### config.mk
export PLATFORM = sky130hd
export DESIGN_NAME = bus_width_decrease
export DESIGN_NICKNAME = d
export VERILOG_FILES = /design/src/rtl/bus_width_pkg.sv /design/src/rtl/bus_width_decrease.sv
export SDC_FILE = /design/constraint.sdc
export NUM_CORES = 1
export LEC_CHECK = 0
export CAP_MARGIN = 40
export CORE_ASPECT_RATIO = 0.6
export CORE_UTILIZATION = 50
export CTS_BUF_LIST = sky130_fd_sc_hd__clkbuf_16
export CTS_CLUSTER_SIZE = 8
export DETAILED_ROUTE_END_ITERATION = 7
export GPL_TIMING_DRIVEN = 0
export PLACE_DENSITY = 0.81
export SLEW_MARGIN = 20
export SYNTH_ARGS = -nofsm -noshare
export SYNTH_HDL_FRONTEND = slang
export SYNTH_SLANG_ARGS = --single-unit
export TNS_END_PERCENT = 5
### constraint.sdc
create_clock -name clk -period 3.9 [get_ports clk]
set_input_delay 0.78 -clock clk [delete_from_list [all_inputs] [get_ports clk]]
set_output_delay 0.78 -clock clk [all_outputs]
set_load 0.005 [all_outputs]
### src/rtl/bus_width_pkg.sv
// Shared sizing helpers for the bus_width_decrease serializer.
package bus_width_pkg;

  function automatic int calc_ratio(input int size_in, input int size_out);
    return size_in / size_out;
  endfunction

  // A single-beat ratio would need zero counter bits, so always keep at least one.
  function automatic int beat_idx_w(input int ratio);
    return (ratio > 1) ? $clog2(ratio) : 1;
  endfunction

endpackage

### src/rtl/bus_width_decrease.sv
// Wide-to-narrow serializer: one SIZE_IN word in, SIZE_IN/SIZE_OUT beats out, no output backpressure.
// Define BUS_WIDTH_DECREASE_MSB_FIRST_EN to emit the most-significant beat first (default LSB first).
module bus_width_decrease
  import bus_width_pkg::*;
#(
  parameter int SIZE_IN  = 32,
  parameter int SIZE_OUT = 8
) (
  input  logic                clk,
  input  logic                reset,
  output logic                input_ready,
  input  logic                input_valid,
  input  logic [SIZE_IN-1:0]  data_in,
  output logic                output_valid,
  output logic [SIZE_OUT-1:0] data_out
);

  localparam int RATIO = calc_ratio(SIZE_IN, SIZE_OUT);
  localparam int CNT_W = beat_idx_w(RATIO);
  localparam logic [CNT_W-1:0] LAST_BEAT = CNT_W'(RATIO - 1);

  generate
    if ((SIZE_IN % SIZE_OUT) != 0 || RATIO < 2) begin : g_bad_params
      $error("bus_width_decrease: SIZE_IN must be a multiple of SIZE_OUT with a ratio of at least 2");
    end
  endgenerate

  logic [SIZE_IN-1:0] sr_q,   sr_d;
  logic [CNT_W-1:0]   cnt_q,  cnt_d;
  logic               busy_q, busy_d;
  logic               accept;
  logic               last_beat;
  logic [SIZE_OUT-1:0] beat_w [RATIO];

  assign last_beat   = (cnt_q == LAST_BEAT);
  assign input_ready = !busy_q || last_beat;
  assign accept      = input_valid && input_ready;

  always_comb begin
    sr_d   = sr_q;
    cnt_d  = cnt_q;
    busy_d = busy_q;
    if (accept) begin
      sr_d   = data_in;
      cnt_d  = '0;
      busy_d = 1'b1;
    end else if (busy_q) begin
      // Counter parks on the last beat when idle so data_out keeps showing it.
      if (last_beat) begin
        busy_d = 1'b0;
      end else begin
        cnt_d = cnt_q + CNT_W'(1);
      end
    end
  end

  always_ff @(posedge clk or negedge reset) begin
    if (!reset) begin
      sr_q   <= '0;
      cnt_q  <= '0;
      busy_q <= 1'b0;
    end else begin
      sr_q   <= sr_d;
      cnt_q  <= cnt_d;
      busy_q <= busy_d;
    end
  end

  generate
    for (genvar gi = 0; gi < RATIO; gi++) begin : g_beat
`ifdef BUS_WIDTH_DECREASE_MSB_FIRST_EN
      assign beat_w[gi] = sr_q[SIZE_IN-1-gi*SIZE_OUT -: SIZE_OUT];
`else
      assign beat_w[gi] = sr_q[gi*SIZE_OUT +: SIZE_OUT];
`endif
    end
  endgenerate

  assign output_valid = busy_q;
  assign data_out     = beat_w[cnt_q];

endmodule

## Word-level counts from Yosys, hierarchy flattened

Index checks and enable logic that the tools add are counted.

- Input bits: 35
- Register bits: 35
- Logic and storage cells: 22
- Output and inout port bits: 10

- Mux-type cells: 9
- Equal/unequal tests: 2
- $lt $le $gt $ge: 1
- Add/sub/neg operators: 1
- Bitwise gates (word level): 1
- Reductions and logical operators: 5

Operators by type and width:

| cell | count |
|---|---|
| $bmux 8 s2 | 1 |
| $mux 8 | 2 |
| $mux 2 | 3 |
| $ge 3x3->1 const B | 1 |
| $mux 1 | 3 |
| $not 2->3 | 1 |
| $add 2x1->2 const B | 1 |
| $eq 2x2->1 const B | 1 |
| $ne 2x2->1 const B | 1 |
| $reduce_and 2->1 | 1 |
| $reduce_bool 2->1 | 1 |
| $logic_and 1x1->1 | 1 |
| $logic_not 1->1 | 1 |
| $logic_or 1x1->1 | 1 |

## Logic depth before layout (Yosys ltp)

Gate-level depths: netlist (run 1).

- Depth after elaboration: 5
- Mapped depth: 5
- Mapped depth without buffers: 4

## Worst setup path after synthesis (run 1)

OpenSTA, ideal clock, no wires.

- Kind: reg2out
- Start point: register cnt_q[0]
- End point: output data_out[0]
- Data arrival time: 1.036 ns
- Stages on the path, launching flop included: 3
- Required time: 3.120 ns
- Setup slack: 2.084 ns
- Buffers on the path: 1
- Cells stage by stage: dfrtp_1 > buf_4 > mux4_2

- Cells in the longest elaborated chain, start to end: 4

Ends and longest elaborated chain:

| element | RTL line | RTL |
|---|---|---|
| from (decl) | bus_width_decrease.sv:29 | `logic [CNT_W-1:0] cnt_q, cnt_d;` |
| from (signal assigned) | bus_width_decrease.sv:64 | `cnt_q <= cnt_d;` |
| $not 2->3 (implied by the code) | bus_width_decrease.sv:80 | `assign data_out = beat_w[cnt_q];` |
| $bmux 8 s2 | bus_width_decrease.sv:80 |  |
| $mux 8 (implied by the code) (2 in a row) | bus_width_decrease.sv:80 |  |
| to (decl) | bus_width_decrease.sv:15 | `output logic [SIZE_OUT-1:0] data_out` |

No other way between the ends. The select of a mux whose other input is x is not followed.

## Worst setup path after layout (run 1)

- Start point: register cnt_q[1]
- End point: output data_out[3]

The elaborated chain is that of the path after synthesis.

==> results of run 1 <==
[cell type report]
cell class	count	area (µm²)	share of cell area, %
Inverter	1	3.75	0.162
Clock inverter	2	8.76	0.377
Multi-Input combinational cell	48	723	31.1
Tap cell	42	52.6	2.26
Timing Repair Buffer	45	463	19.9
Buffer	5	71.3	3.07
Clock buffer	5	125	5.39
Sequential cell	35	876	37.7
[registers in the layout, summed over array words and instances, names as in the netlist]
register      flops
sr_q             32
cnt_q             2
output_valid      1
[layout by cell type (no fill, tap or decap), drive strengths merged]
master,count
clkdlybuf4s50,43
dfrtp,35
mux2,32
mux4,8
clkbuf,6
buf,6
nand3b,2
o21ai,2
clkinv,2
nand2b,1
or2b,1
nand2,1
inv,1
ha,1
[per-layer routing]
layer | vias up | track usage, %
met5 | - | 0
met4 | 0 | 3.46
met3 | 2 | 6.60
met2 | 32 | 33.8
met1 | 483 | 26.9
li1 | 431 | -
[path summary, 6_finish.rpt]
| path | slack (ns) | endpoint | startpoint |
|---|---|---|---|
| hold / removal | 0.44 | cnt_q[0] | reset |
| setup / recovery | 1.15 | data_out[3] | cnt_q[1] |
| setup reg to reg | 2.40 | sr_q[12] | cnt_q[0] |
| hold reg to reg | 0.51 | sr_q[1] | sr_q[1] |
| max in group asynchronous | 3.03 | sr_q[21] | reset |
| min in group clk | 0.51 | sr_q[1] | sr_q[1] |
[power groups by stage]
stage	clock [mW]	combinational (mW)	sequential, mW
2_1_floorplan	0	0.643	0.621
3_3_place_gp	0	0.919	0.646
3_5_place_dp	0	0.943	0.659
4_1_cts	0.367	0.954	0.658
5_1_grt	0.384	1.01	0.679
6_report	0.363	0.946	0.659
[kinds of logic after synthesis]
| kind of cell | after synthesis |
|---|---|
| mux | 40 |
| flops | 35 |
| buf+inv | 6 |
| simple gates | 5 |
| compound gates | 2 |
| fa+ha+maj | 1 |
[stage by stage]
step           power (mW)  cells  hold slack (ns)  utilization [%]
3_3_place_gp         1.57    175            0.489             71.7
2_1_floorplan        1.26     89            0.474                -
5_1_grt              2.07    183            0.460             76.9
6_report             1.97    183            0.438             76.9
3_5_place_dp         1.60    176            0.493             72.5
4_1_cts              1.98    183            0.444             76.9
[critical path: stages, from the launching register on]
cell             delay [ns]
dfrtp_1                0.34
clkbuf_1               0.48
mux4_2                 0.42
clkdlybuf4s50_1        0.46
==> results by group, run 1 <==
Cells and area
  – Final instance area: between 2000 and 2500 µm²
  – Fill cells: approximately 190
  – Area Growth Syn to Fin: 38.8%
  – Antenna Cells: 0
  – Layout cells sized above 1: 38.3%
  – Final net count: 177

Yosys
  – Xor-xnor portion of the synthesized cell area: 0%
  – Top-area cell type share of the netlist area: 52.3%
  – Syn. warnings: 0
  – Mean Syn Cell Area: about 19 µm²
  – Count leader, synth: dfrtp_1
  – Synth Instances: slightly below 90
  – Multiplexer share of the synthesized area: 39.0%
  – Flops & latches, synth: 35
  – Sequential area share after synthesis: between 50% and 60%
  – Post-Synth Simple-Gate Area: around 2.8%
  – Post-synth EDFFs: 0
  – Primary FF master, synth: dfrtp_1
  – Main combinational cell family by area after synthesis: multiplexers
  – Post-synth top cells: dfrtp_1 (35), mux2_4 (30), mux4_2 (8)
  – Adder-cell share of the synthesized area: less than 1%
  – Main area contributors after synthesis: dfrtp_1 (52%), mux2_4 (27%), mux4_2 (11%)
  – Post-Syn Nets: 125
  – Synth unique cells: 14
  – Async SR Flop Fraction: 100%
  – Leading area contributor after synthesis: dfrtp_1
  – Compound-Gate Fraction of Synth Area: less than 1%
  – Mapped Area: 1670 µm²

Die
  – Chip height: roughly 47 µm
  – Die width: 76.7 µm
  – # IOs: 45
  – Std-Cell Core Area: roughly 3000 µm²
  – Initial Util: between 50% and 60%
  – Cell Rows: 15
  – Die area: approximately 3600 µm²

Clock tree
  – Clock Path Buffers: 2
  – H-tree depth: 2
  – Cts hold-fix bufs: 0
  – CTS tree: done
  – CTS Buf Count: 5
  – PostCTS Resize Cnt: 0
  – Clock Latency Late Sink: approximately 0.27 ns
  – CTS Sinks: 35
  – Setup Fix Bufs, Post-CTS: 0
  – CTS root buf: clkbuf_16
  – Clock-pin slew on the worst setup and hold paths: 0.05 ns

STA
  – RSZ-0062 raised after global routing: no
  – Final setup margin: 1.15 ns
  – Slew margin rel.: about three fifths
  – Hold Fails Final Rpt: 0
  – Final setup fails: 0
  – Setup TNS: 0 ns
  – Skew final: approximately 0.0027 ns
  – Max Fclk: roughly 0.36 GHz
  – Least-Margin Pin Slew: 0.610 ns
  – Period utilization: a little over 70%
  – Slew Viols, Final: 0
  – Tmin final: roughly 2.7 ns

Route
  – Drt pass-1 iters: 4
  – Met3 WL: ~150 µm
  – Initial DRC count: 21
  – M1 wire length: roughly 1600 µm
  – Drt total wl: between 3000 and 4000 µm
  – Wire per inst: between 15 and 20 µm
  – Via/cell ratio: just over 5
  – DRC Markers: 0
  – DR top layer: met4
  – Via count: between 900 and 1000
  – Routed length on met2: ~1500 µm
  – Antenna Nets Post-Route: 0

Power
  – P_sw: 0.527 mW
  – Sw Ratio: roughly 27%
  – Pleak: between 1 and 1.5 nW
  – Pwr per Cell Area: 847 nW/µm²
  – Clk pwr share: a little under a fifth
  – Sequential share of power: 33.5%
  – Internal power: 1.44 mW
  – Part of the power in combinational logic: about 48%
  – VDD IR max: 0.000395 V

Global route
  – Antenna violations before repair: 0
  – Total GRT Usage: roughly 20%
  – Remaining Overflow, GRT: 0
  – Vias in the first global route: 961
  – First-pass GRT wire length: roughly 5100 µm
  – Largest net degree at the start of global routing: 21

Outcome
  – Outcome: complete, no violations

Min path
  – Min-delay worst type: in2async

Placement
  – Final RePlAce weighted congestion: 0.727
  – Post-DP HPWL: 2290 µm
  – Post-DP Area: 2190 µm²
  – Pre-CTS setup slack: around 1.5 ns
  – Port Buffers: 44

Critical path
  – Worst Path Max Fanout: 9
  – Crit. End Element: primary output
  – Critical Path RT: ~3.1 ns
  – WP data arrival: between 1.5 and 2 ns
  – Startpoint Class: flop
  – Kind of critical path: reg2out
  – Worst-case reg-to-reg path depth: 5

Run
  – Max-cap violation count: 0
(Power assumes the default switching activity.)
==> run 2: changes to the inputs <==
Settings changed: CORE_UTILIZATION 50 to 43, PLACE_DENSITY 0.81 to 0.74.
Clock period 3.9 ns to 2.3 ns, I/O delays scaled along.
==> results by group, run 2 (synthesized netlist as in run 1, its figures left out) <==
Outcome
  – Outcome: complete, no violations

Critical path
  – WP data arrival: approximately 1.8 ns
  – CP startpoint: cnt_q[0]
  – Kind of critical path: reg2out
  – Startpoint Class: flop
  – Cell Chain, Critical Path: buf_12 -> mux4_2 -> clkdlybuf4s50_1
  – Max stage delay on crit path: ~0.50 ns
  – Crit. End Element: primary output
  – Slowest cell on crit path: mux4_2
  – Critical Path RT: 1.84 ns
  – Worst Path Max Fanout: 10
  – R2R Path Start: cnt_q[0]

Global route
  – Antenna violations before repair: 0
  – GR Util met2: between 20 and 30%
  – Grt met3 use: between 6 and 7%
  – Vias in the first global route: between 1000 and 1500
  – Global Route met1 Usage: 25.7%
  – Total GRT Usage: ~18%
  – Busiest grt layer: met2
  – First-pass GRT wire length: about 5200 µm
  – Remaining Overflow, GRT: 0
  – Largest net degree at the start of global routing: 25

Cells and area
  – Area Growth Syn to Fin: 41.1%
  – Largest register FFs: 32
  – Most common cell after layout, fill and taps aside: clkdlybuf4s50_1
  – Final net count: 178
  – Largest Register: sr_q
  – Antenna Cells: 0
  – Commonest cells after routing, fill and taps aside: clkdlybuf4s50_1 (41), dfrtp_1 (35), mux2_4 (30)
  – Layout cells sized above 1: slightly above 40%

STA
  – Final setup fails: 0
  – Setup TNS: 0 ns
  – Least-Margin Pin Slew: between 0.3 and 0.4 ns
  – Slew Viols, Final: 0
  – Skew final: between 0.003 and 0.004 ns
  – RSZ-0062 raised after global routing: no
  – Final setup margin: 0.0698 ns
  – Slew margin rel.: roughly four fifths
  – Max Fclk: approximately 0.45 GHz
  – Period utilization: ~97%
  – Tmin final: 2.23 ns
  – Hold Fails Final Rpt: 0

Power
  – VDD IR max: about 0.00072 V
  – Pwr per Cell Area: 1420 nW/µm²
  – Pleak: 1.11 nW

Clock tree
  – Clock Latency Late Sink: roughly 0.27 ns
  – Cts hold-fix bufs: 0
  – CTS root buf: clkbuf_16
  – CTS tree: done
  – H-tree depth: 2
  – CTS Sinks: 35
  – CTS Buf Count: 5
  – Clock Path Buffers: 2
  – Clock-pin slew on the worst setup and hold paths: ~0.060 ns

Die
  – Initial Util: between 40% and 50%
  – Cell Rows: 17
  – Die area: roughly 4200 µm²
  – Chip height: ~50 µm
  – Std-Cell Core Area: 3700 µm²
  – # IOs: 45
  – Die width: 82.6 µm

Placement
  – Final RePlAce weighted congestion: slightly above 0.7
  – Port Buffers: 44
  – Post-DP HPWL: 2310 µm
  – Pre-CTS setup slack: 0.170 ns

Route
  – Initial DRC count: 6
  – Wire per inst: roughly 17 µm
  – Drt pass-1 iters: 2
  – DRC Markers: 0
  – Antenna Nets Post-Route: 0
  – Drt total wl: 3240 µm
  – Via/cell ratio: approximately 4.9
  – Via count: 925

Run
  – Max-cap violation count: 0

Min path
  – Min-delay worst type: in2async
## run 2: layout make-up
type	count	area, µm²
multi-input cells	48	723
flip-flops and latches	35	876
plain buffers	5	85.1
clock inverters	3	15.0
clock buffers	5	125
fillers	275	1340
well taps	47	58.8
repair buffers	46	475
inverters	1	3.75
## run 2: final timing paths
| check | endpoint | slack, ns | cells past startpoint |
|---|---|---|---|
| hold / removal | sr_q[5] | 0.08 | 1 |
| max in group asynchronous | sr_q[28] | 1.80 | 2 |
| setup reg to reg | sr_q[13] | 0.66 | 6 |
| setup / recovery | data_out[1] | 0.07 | 3 |
| hold reg to reg | sr_q[18] | 0.50 | 1 |
| min in group clk | sr_q[18] | 0.50 | 1 |
## run 2: stage by stage
step / hold WS (ns) / total power [mW] / std cells / util (%) / area (µm²)
2_1_floorplan: 0.164 / 2.14 / 89 / - / 1670
3_5_place_dp: 0.377 / 2.70 / 181 / 59.3 / 2200
4_1_cts: 0.0862 / 3.37 / 189 / 63.3 / 2340
6_report: 0.0756 / 3.36 / 190 / 63.8 / 2360
3_3_place_gp: 0.487 / 2.66 / 180 / 58.7 / 2170
5_1_grt: 0.0905 / 3.56 / 190 / 63.8 / 2360
## run 2: layer usage
metal | up-vias | wire length (µm)
met1 | 451 | 1640
met2 | 34 | 1340
met3 | 2 | 238
li1 | 438 | -
met5 | - | 0
met4 | 0 | 14
## run 2: worst max-delay path, delay by kind of cell (launching register included)
family / cells / cell delay (ns)
buffers and inverters: 2 / 0.62
multiplexers: 1 / 0.50
flip-flops: 1 / 0.38
## run 2: what timing repair did
item | in CTS | in global routing
setup buffers | 0 | 1
gates resized for setup | 2 | 4
endpoints found under the setup margin | 8 | 8
## run 2: where the power goes
group	switching, mW	internal, mW	leakage [nW]
clock	0.245	0.395	0.0733
sequential	0.175	0.935	0.412
combinational	0.469	1.14	0.626
total	0.888	2.47	1.11
